File: config.mk
export PLATFORM = sky130hd
export DESIGN_NAME = simon_key_expand
export DESIGN_NICKNAME = d
export VERILOG_FILES = /design/src/rtl/simon_key_expand.sv
export SDC_FILE = /design/constraint.sdc
export NUM_CORES = 1
export LEC_CHECK = 0
export CORE_ASPECT_RATIO = 0.75
export CORE_MARGIN = 4
export CORE_UTILIZATION = 40
export CTS_CLUSTER_DIAMETER = 40
export DETAILED_ROUTE_END_ITERATION = 7
export GPL_TIMING_DRIVEN = 0
export PLACE_DENSITY = 0.65
export SYNTH_ARGS = -nofsm -noshare
export SYNTH_HDL_FRONTEND = slang
export SYNTH_SLANG_ARGS = --single-unit
File: constraint.sdc
create_clock -name clk -period 4.4 [get_ports clk]
set_input_delay 0.88 -clock clk [delete_from_list [all_inputs] [get_ports clk]]
set_output_delay 0.88 -clock clk [all_outputs]
set_load 0.1 [all_outputs]
File: src/rtl/simon_key_expand.sv
// Simon key-schedule engine: latches an M-word master key on start and streams round keys 0..T-1.
// Latency: first key valid the cycle after start is sampled; one key per cycle after that.
// Backpressure: rk_valid/rk_ready handshake; window, rk_data and rk_idx hold while rk_ready is low.
//
// Parameters: N word width, M key words, T rounds, ZSEL z-sequence (0..4), IW = $clog2(T).
// Ports:
//   clk, rst            rising-edge clock, synchronous active-high reset
//   start, key_in       start request (accepted only in IDLE) and master key, k[0] in the low word
//   busy, done          busy while streaming; done pulses the cycle after the last key is accepted
//   rk_valid, rk_ready  round-key handshake
//   rk_data, rk_idx     current round key and its index
//   rd_addr, rd_data    round-key store read port, 1-cycle latency (only with SIMON_KEY_STORE_EN)
// Optional feature macro: SIMON_KEY_STORE_EN adds a T x N round-key store with a registered read port.
module simon_key_expand #(
    parameter int  N    = 16,
    parameter int  M    = 4,
    parameter int  T    = 32,
    parameter int  ZSEL = 0,
    localparam int IW   = $clog2(T)
) (
    input  logic            clk,
    input  logic            rst,
    input  logic            start,
    input  logic [N*M-1:0]  key_in,
    output logic            busy,
    output logic            done,
    output logic            rk_valid,
    input  logic            rk_ready,
    output logic [N-1:0]    rk_data,
    output logic [IW-1:0]   rk_idx
`ifdef SIMON_KEY_STORE_EN
    ,
    input  logic [IW-1:0]   rd_addr,
    output logic [N-1:0]    rd_data
`endif
);

    // Published z sequences written as text; character i (leftmost = 0) is bit 61-i.
    localparam logic [61:0] Z0 = 62'b11111010001001010110000111001101111101000100101011000011100110;
    localparam logic [61:0] Z1 = 62'b10001110111110010011000010110101000111011111001001100001011010;
    localparam logic [61:0] Z2 = 62'b10101111011100000011010010011000101000010001111110010110110011;
    localparam logic [61:0] Z3 = 62'b11011011101011000110010111100000010010001010011100110100001111;
    localparam logic [61:0] Z4 = 62'b11010001111001101011011000100000010111000011001010010011101111;
    localparam logic [61:0] Z_SEQ = (ZSEL == 0) ? Z0 :
                                    (ZSEL == 1) ? Z1 :
                                    (ZSEL == 2) ? Z2 :
                                    (ZSEL == 3) ? Z3 : Z4;

    typedef enum logic [1:0] {IDLE, RUN, DONE} state_t;

    state_t          state_q;
    logic            busy_q;
    logic            done_q;
    logic            valid_q;
    logic [IW-1:0]   rk_idx_q;
    logic [5:0]      zi_q;
    logic [N-1:0]    w_q [M];

    logic            hs;
    logic            z_bit;
    logic [N-1:0]    tmp;
    logic [N-1:0]    w_new_d;

    assign hs = valid_q & rk_ready;

    // Next key word from the pre-shift window: w[0] is k[i-M], w[M-1] is k[i-1], w[1] is k[i-3] when M==4.
    always_comb begin
        z_bit = Z_SEQ[6'd61 - zi_q];
        tmp   = {w_q[M-1][2:0], w_q[M-1][N-1:3]};
        if (M == 4) begin
            tmp = tmp ^ w_q[1];
        end
        tmp     = tmp ^ {tmp[0], tmp[N-1:1]};
        // ~k ^ 3 folded into one constant: all ones except the two low bits.
        w_new_d = w_q[0] ^ tmp ^ ({N{1'b1}} << 2) ^ {{(N-1){1'b0}}, z_bit};
    end

    always_ff @(posedge clk) begin
        if (rst) begin
            state_q  <= IDLE;
            busy_q   <= 1'b0;
            done_q   <= 1'b0;
            valid_q  <= 1'b0;
            rk_idx_q <= '0;
            zi_q     <= '0;
            for (int j = 0; j < M; j++) begin
                w_q[j] <= '0;
            end
        end else begin
            case (state_q)
                IDLE: begin
                    done_q <= 1'b0;
                    if (start) begin
                        for (int j = 0; j < M; j++) begin
                            w_q[j] <= key_in[N*j +: N];
                        end
                        rk_idx_q <= '0;
                        zi_q     <= '0;
                        valid_q  <= 1'b1;
                        busy_q   <= 1'b1;
                        state_q  <= RUN;
                    end
                end
                RUN: begin
                    if (hs) begin
                        for (int j = 0; j < M-1; j++) begin
                            w_q[j] <= w_q[j+1];
                        end
                        w_q[M-1] <= w_new_d;
                        rk_idx_q <= rk_idx_q + IW'(1);
                        // zi is the z position of key rk_idx+M, the one being generated, so it
                        // advances on every handshake and wraps at the 62-bit sequence length.
                        zi_q     <= (zi_q == 6'd61) ? 6'd0 : zi_q + 6'd1;
                        if (rk_idx_q == IW'(T-1)) begin
                            valid_q <= 1'b0;
                            busy_q  <= 1'b0;
                            done_q  <= 1'b1;
                            state_q <= DONE;
                        end
                    end
                end
                DONE: begin
                    done_q  <= 1'b0;
                    state_q <= IDLE;
                end
                default: begin
                    state_q <= IDLE;
                    busy_q  <= 1'b0;
                    done_q  <= 1'b0;
                    valid_q <= 1'b0;
                end
            endcase
        end
    end

    assign busy     = busy_q;
    assign done     = done_q;
    assign rk_valid = valid_q;
    assign rk_data  = w_q[0];
    assign rk_idx   = rk_idx_q;

`ifdef SIMON_KEY_STORE_EN
    // Store holds the keys of the latest run; no reset so it can map onto plain register/RAM cells.
    // Reading the entry being written this cycle returns its previous contents.
    logic [N-1:0] store_q [T];
    logic [N-1:0] rd_data_q;

    always_ff @(posedge clk) begin
        if (hs) begin
            store_q[rk_idx_q] <= w_q[0];
        end
        if (int'(rd_addr) < T) begin
            rd_data_q <= store_q[rd_addr];
        end else begin
            rd_data_q <= '0;
        end
    end

    assign rd_data = rd_data_q;
`else
    // Streaming-only build: no round-key store and no read port.
`endif

endmodule

==> run_results.csv, run 1 <==
group,metric,value,unit
timing,setup_violations,0,
global_route,grt_pass1_vias,2825,
clock_tree,cts_made_buffers,9,
routing,firstDrtPassIters,4,
timing,final.period_utilization,67.0,%
clock_tree,cts_hold_buf,0,
global_route,grt_overflow,0,
routing,ant_nets,0,
synth,yosysSeqAreaShare,56.1,%
placed_design,gp_congestion,0.806,
synth,synth_area,3960,um2
worst_setup_path,crit_arrival,2070,ps
power,total_power,2.23,mW
clock_tree,cts_sinks,79,
synth,syn-instance-count,306,
synth,synth.net_count,386,
final_layout,num-fill-cells,822,
timing,tns,0,ps
routing,drc,0,
clock_tree,cts_tree,"built",
clock_tree,cts_resized,0,
floorplanning,initial_core_util,41.0,%
clock_tree,clk_pin_slew,60,ps
clock_tree,cts_buffer_depth,2,
synth,synth.distinct_cells,35,
timing,worst_slew_pin_slew,981,ps
min_path,hold_class,"flip-flop to flip-flop",
global_route,grt_start_max_net_pins,18,
power,power_per_cell_area,416,nW/um2
routing,wirelength,10600,um
placed_design,io_buffers,91,
routing,drt_iter0_markers,184,
placed_design,placed_area,5040,um2
synth,yosys_warnings,0,
power,ir_worst_vdd,0.215,mV
worst_setup_path,critPathLaunchType,"flip-flop",
final_layout,final_common_cell,"clkdlybuf4s50_1",
synth,synth_area_per_cell,12.9,um2
final_layout,finish.utilization,55.4,%
timing,finalHoldViolCount,0,
synth,synthTopCellsByArea,"edfxtp_1, a22o_1, xnor2_1, dfxtp_1, xor2_1",
floorplanning,dieArea,11600,um2
timing,grt_setup_unrepaired,"false",
flow_run,max-cap-violations,0,
final_layout,synthToLayoutAreaGrowth,35.0,%
timing,fmax,0.339,GHz
timing,slew_viol_final,0,
worst_setup_path,cp.required,3520,ps
timing,skew,8.25,ps
timing,slew_headroom,34.4,%
final_layout,multiInputGateArea,1620,um2
routing,wire_per_inst,19.4,um
outcome,outcome,"finished, final reports clean",
placed_design,dp.cells,529,
routing,routed_via_density,5.19,
final_layout,stdcell_area,5350,um2
timing,period_minus_slack,2950,ps
routing,via_count,2826,
final_layout,final_nets,488,
worst_setup_path,endpoint_kind,"output pin",
final_layout,stdcell_count,545,
synth,ys_ff_latch,79,
worst_setup_path,critical_path_class,"flip-flop to output pin",
final_layout,drive_above_1_share,7.99,%
power,power_leakage,2.07,nW
clock_tree,clk_latency,330,ps
timing,whs,491,ps
final_layout,num_antenna_cells,0,
global_route,grtUsageTotal,18.7,%
final_layout,mostFrequentLayoutCells,"clkdlybuf4s50_1, edfxtp_1, a22o_1",
global_route,antenna_found_initial,0,
floorplanning,io_pins,92,
placed_design,pre_cts_ws,1250,ps
clock_tree,cts_setup_buffers,0,
final_layout,layout.area.seq,2220,um2
floorplanning,core-area,9660,um2
clock_tree,h-tree-depth,3,
placed_design,dpl.hpwl,7660,um
synth,synth.top_cell.area_share,48.5,%
timing,fin_ws,1450,ps
clock_tree,root_buffer,"clkbuf_16",
worst_setup_path,crit_fanout,8,
floorplanning,die_w,123,um
floorplanning,die_y,94.2,um
floorplanning,rows,31,
global_route,grt_pass1_wl,15900,um
synth,synth.largest_area_cell,"edfxtp_1",
[per-layer routing]
metal | track usage, % | part of all wire, % | up-vias
met2 | 27.7 | 44 | 99
met3 | 5.12 | 7.1 | 4
li1 | - | - | 1357
met4 | 3.63 | 0.50 | 0
met1 | 27.4 | 48 | 1366
met5 | 0 | 0 | -
[cell usage after synthesis, drive strengths merged]
cell	n
edfxtp	64
a22o	60
buf	11
dfxtp	15
or2	1
nor3	3
clkbuf	7
or2b	1
mux2	1
nand2	7
a21oi	6
nand2b	2
a21o	2
ha	12
xor2	19
and2b	1
a22oi	5
and3	2
o21ai	4
nor2b	1
xnor2	39
mux4	2
nand3	7
mux2i	4
a31oi	1
nor2	16
nand4	2
inv	8
a311oi	1
or3	2
[final cells by class]
class                           count  share of cell area [%]
Multi-Input combinational cell    201                    30.3
Clock inverter                      7                    1.64
Inverter                            8                   0.561
Timing Repair Buffer               91                    17.0
Tap cell                          132                    3.09
Sequential cell                    79                    41.5
Buffer                             18                    1.68
Clock buffer                        9                    4.21
[worst paths after layout]
| check | start | to | slack [ps] | cells after the start |
|---|---|---|---|---|
| worst min-delay path | rk_idx[4] | rk_idx[4] | 490 | 2 |
| worst max-delay path | rk_valid | rk_valid | 1450 | 2 |
| worst min register to register | rk_idx[4] | rk_idx[4] | 490 | 2 |
| worst max register to register | zi_q[1] | w_q[3][0] | 1740 | 8 |
[worst max-delay path, stage by stage, from the launching register on]
cell and delay (ps):
dfxtp_1 460, buf_4 160, clkdlybuf4s50_1 1120
[power breakdown]
part	total [mW]	switching, mW	internal, mW
Combinational	0.506	0.300	0.205
Clock	0.787	0.294	0.493
Sequential	0.933	0.0467	0.886
Total	2.23	0.641	1.58
[cells by family after synthesis]
family | synth area share (%)
compound gates | 16.3
xor+xnor | 12.8
fa+ha+maj | 3.79
buf+inv | 3.03
flops | 56.1
mux | 2.53
simple gates | 5.43
[state kept, by name (all words and copies together) (netlist names)]
register and count:
state_q 2, done 1, rk_valid 1, rk_idx 5, w_q 64, zi_q 6
(Power assumes the default switching activity.)
==> inputs of run 2 (changes only) <==
PLACE_DENSITY = 0.68   (was 0.65)
clock period = 2.4 ns   (was 4.4 ns; I/O delays follow)
==> run_results.csv, run 2 (synthesized netlist as in run 1, its figures left out) <==
group,metric,value,unit
timing,skew,8.96,ps
power,total_power,4.02,mW
global_route,grt_pass1_vias,2898,
min_path,whs_endpoint,"rk_idx[4]",
worst_setup_path,crit_fanout,17,
min_path,hold_class,"flip-flop to flip-flop",
timing,worst_slew_pin_slew,983,ps
placed_design,dpl.hpwl,7720,um
placed_design,pre_cts_ws,-319,ps
worst_setup_path,cp_cell_sequence,"clkdlybuf4s50_1 -> nand3_1 -> a21oi_2 -> nor2_1 -> inv_1",
routing,wirelength,10700,um
routing,drc,0,
floorplanning,core-area,9660,um2
worst_setup_path,rrSetupSlack,110,ps
worst_setup_path,max_stage_delay,630,ps
clock_tree,cts_sinks,79,
clock_tree,cts_buffer_depth,2,
timing,finalHoldViolCount,0,
routing,routed_via_density,5.32,
flow_run,max-cap-violations,0,
timing,fin_ws,19.4,ps
clock_tree,cts_made_buffers,9,
clock_tree,cts_hold_buf,0,
power,ir_worst_vdd,0.388,mV
final_layout,stdcell_count,545,
timing,fmax,0.420,GHz
worst_setup_path,rr_worst_depth,7,
floorplanning,io_pins,92,
global_route,grt_pass1_wl,16000,um
final_layout,largest-register,"w_q",
final_layout,finish.utilization,55.9,%
placed_design,io_buffers,91,
min_path,hp-start,"rk_idx[4]",
worst_setup_path,cp.required,2350,ps
clock_tree,clk_pin_slew,60,ps
routing,drt_iter0_markers,183,
final_layout,largest_register_ff_count,64,
min_path,min_delay_path_depth,2,
clock_tree,h-tree-depth,3,
final_layout,synthToLayoutAreaGrowth,36.3,%
worst_setup_path,critical_path_class,"input pin to flip-flop",
worst_setup_path,r2r-start,"zi_q[0]",
final_layout,num-fill-cells,810,
timing,final.period_utilization,99.2,%
routing,via_count,2899,
worst_setup_path,r2r_end,"w_q[3][0]",
power,power_per_cell_area,744,nW/um2
final_layout,mostFrequentLayoutCells,"clkdlybuf4s50_1, edfxtp_1, a22o_1",
routing,firstDrtPassIters,5,
floorplanning,rows,31,
outcome,outcome,"finished, final reports clean",
clock_tree,root_buffer,"clkbuf_16",
placed_design,dp.cells,529,
floorplanning,dieArea,11600,um2
final_layout,num_antenna_cells,0,
final_layout,drive_above_1_share,10.2,%
timing,grt_setup_unrepaired,"true",
routing,ant_nets,0,
global_route,grtUsageTotal,18.8,%
worst_setup_path,endpoint_kind,"flip-flop",
clock_tree,cts_tree,"built",
global_route,antenna_found_initial,0,
global_route,grt_start_max_net_pins,18,
placed_design,gp_congestion,0.838,
worst_setup_path,crit_arrival,2340,ps
floorplanning,die_y,94.2,um
timing,setup_violations,0,
worst_setup_path,critPathLaunchType,"input pin",
routing,wire_per_inst,19.6,um
final_layout,final_common_cell,"clkdlybuf4s50_1",
worst_setup_path,slowest_stage,"inv_1",
timing,period_minus_slack,2380,ps
timing,slew_headroom,34.3,%
timing,slew_viol_final,0,
floorplanning,initial_core_util,41.0,%
clock_tree,clk_latency,330,ps
power,power_leakage,2.12,nW
final_layout,final_nets,488,
global_route,grt_overflow,0,
floorplanning,die_w,123,um
run 2: worst max-delay path by stage:
stage	startpoint	to	slack [ps]	depth (start not counted)
6_report	rk_ready	w_q[1][12]	20	5
5_1_grt	rk_ready	w_q[0][2]	-100	5
4_1_cts	zi_q[1]	w_q[3][0]	-9	8
3_5_place_dp	zi_q[1]	w_q[3][0]	-320	8
3_3_place_gp	rk_ready	w_q[0][4]	-300	5
2_1_floorplan	zi_q[1]	w_q[3][0]	20	8
run 2: layer usage:
layer / share of wire, % / GRT usage [%] / vias to the layer above
li1: - / - / 1361
met1: 46 / 27.4 / 1387
met2: 44 / 28.7 / 142
met3: 9.2 / 4.21 / 9
met4: 1.0 / 4.10 / 0
met5: 0 / 0 / -
run 2: cell type report:
class                      instances  area, um2  area share, %
multi-input combinational        201       1670           30.8
clock inverter                     6       70.1           1.30
clock buffer                      10        229           4.24
inverter                           8       32.5          0.602
buffer                            17       78.8           1.46
tap                              132        165           3.06
sequential                        79       2230           41.3
timing repair buffer              92        927           17.2
run 2: worst max-delay path, delay by kind of cell:
kind                   cells  cell delay, ps
AO/OA/AOI/OAI              1             410
buffers and inverters      2            1150
AND/OR/NAND/NOR            2             280
run 2: through the flow:
stage	area, um2	hold slack, ps	setup TNS [ps]
after floorplan	3960	483	0
after global placement	5040	485	-17150
after detailed placement	5040	490	-18560
after CTS	5360	501	-9.09
after global routing	5400	538	-2910
final	5400	496	0
run 2: where the power goes:
group / internal, mW / leakage [nW] / switching (mW) / total, mW
combinational: 0.378 / 1.17 / 0.554 / 0.931
sequential: 1.62 / 0.818 / 0.0861 / 1.71
clock: 0.812 / 0.135 / 0.564 / 1.38
run 2: repair_timing:
item / in CTS / in global routing
pin swaps: 0 / 2
setup buffers: 1 / 0
setup endpoints to repair: 2 / 58
gates resized for setup: 7 / 10
==> inputs of run 3 (changes only) <==
CAP_MARGIN = 10   (was not set)
==> results of run 3 <==
The final DEF is identical to that of run 2; final timing and power are the same.
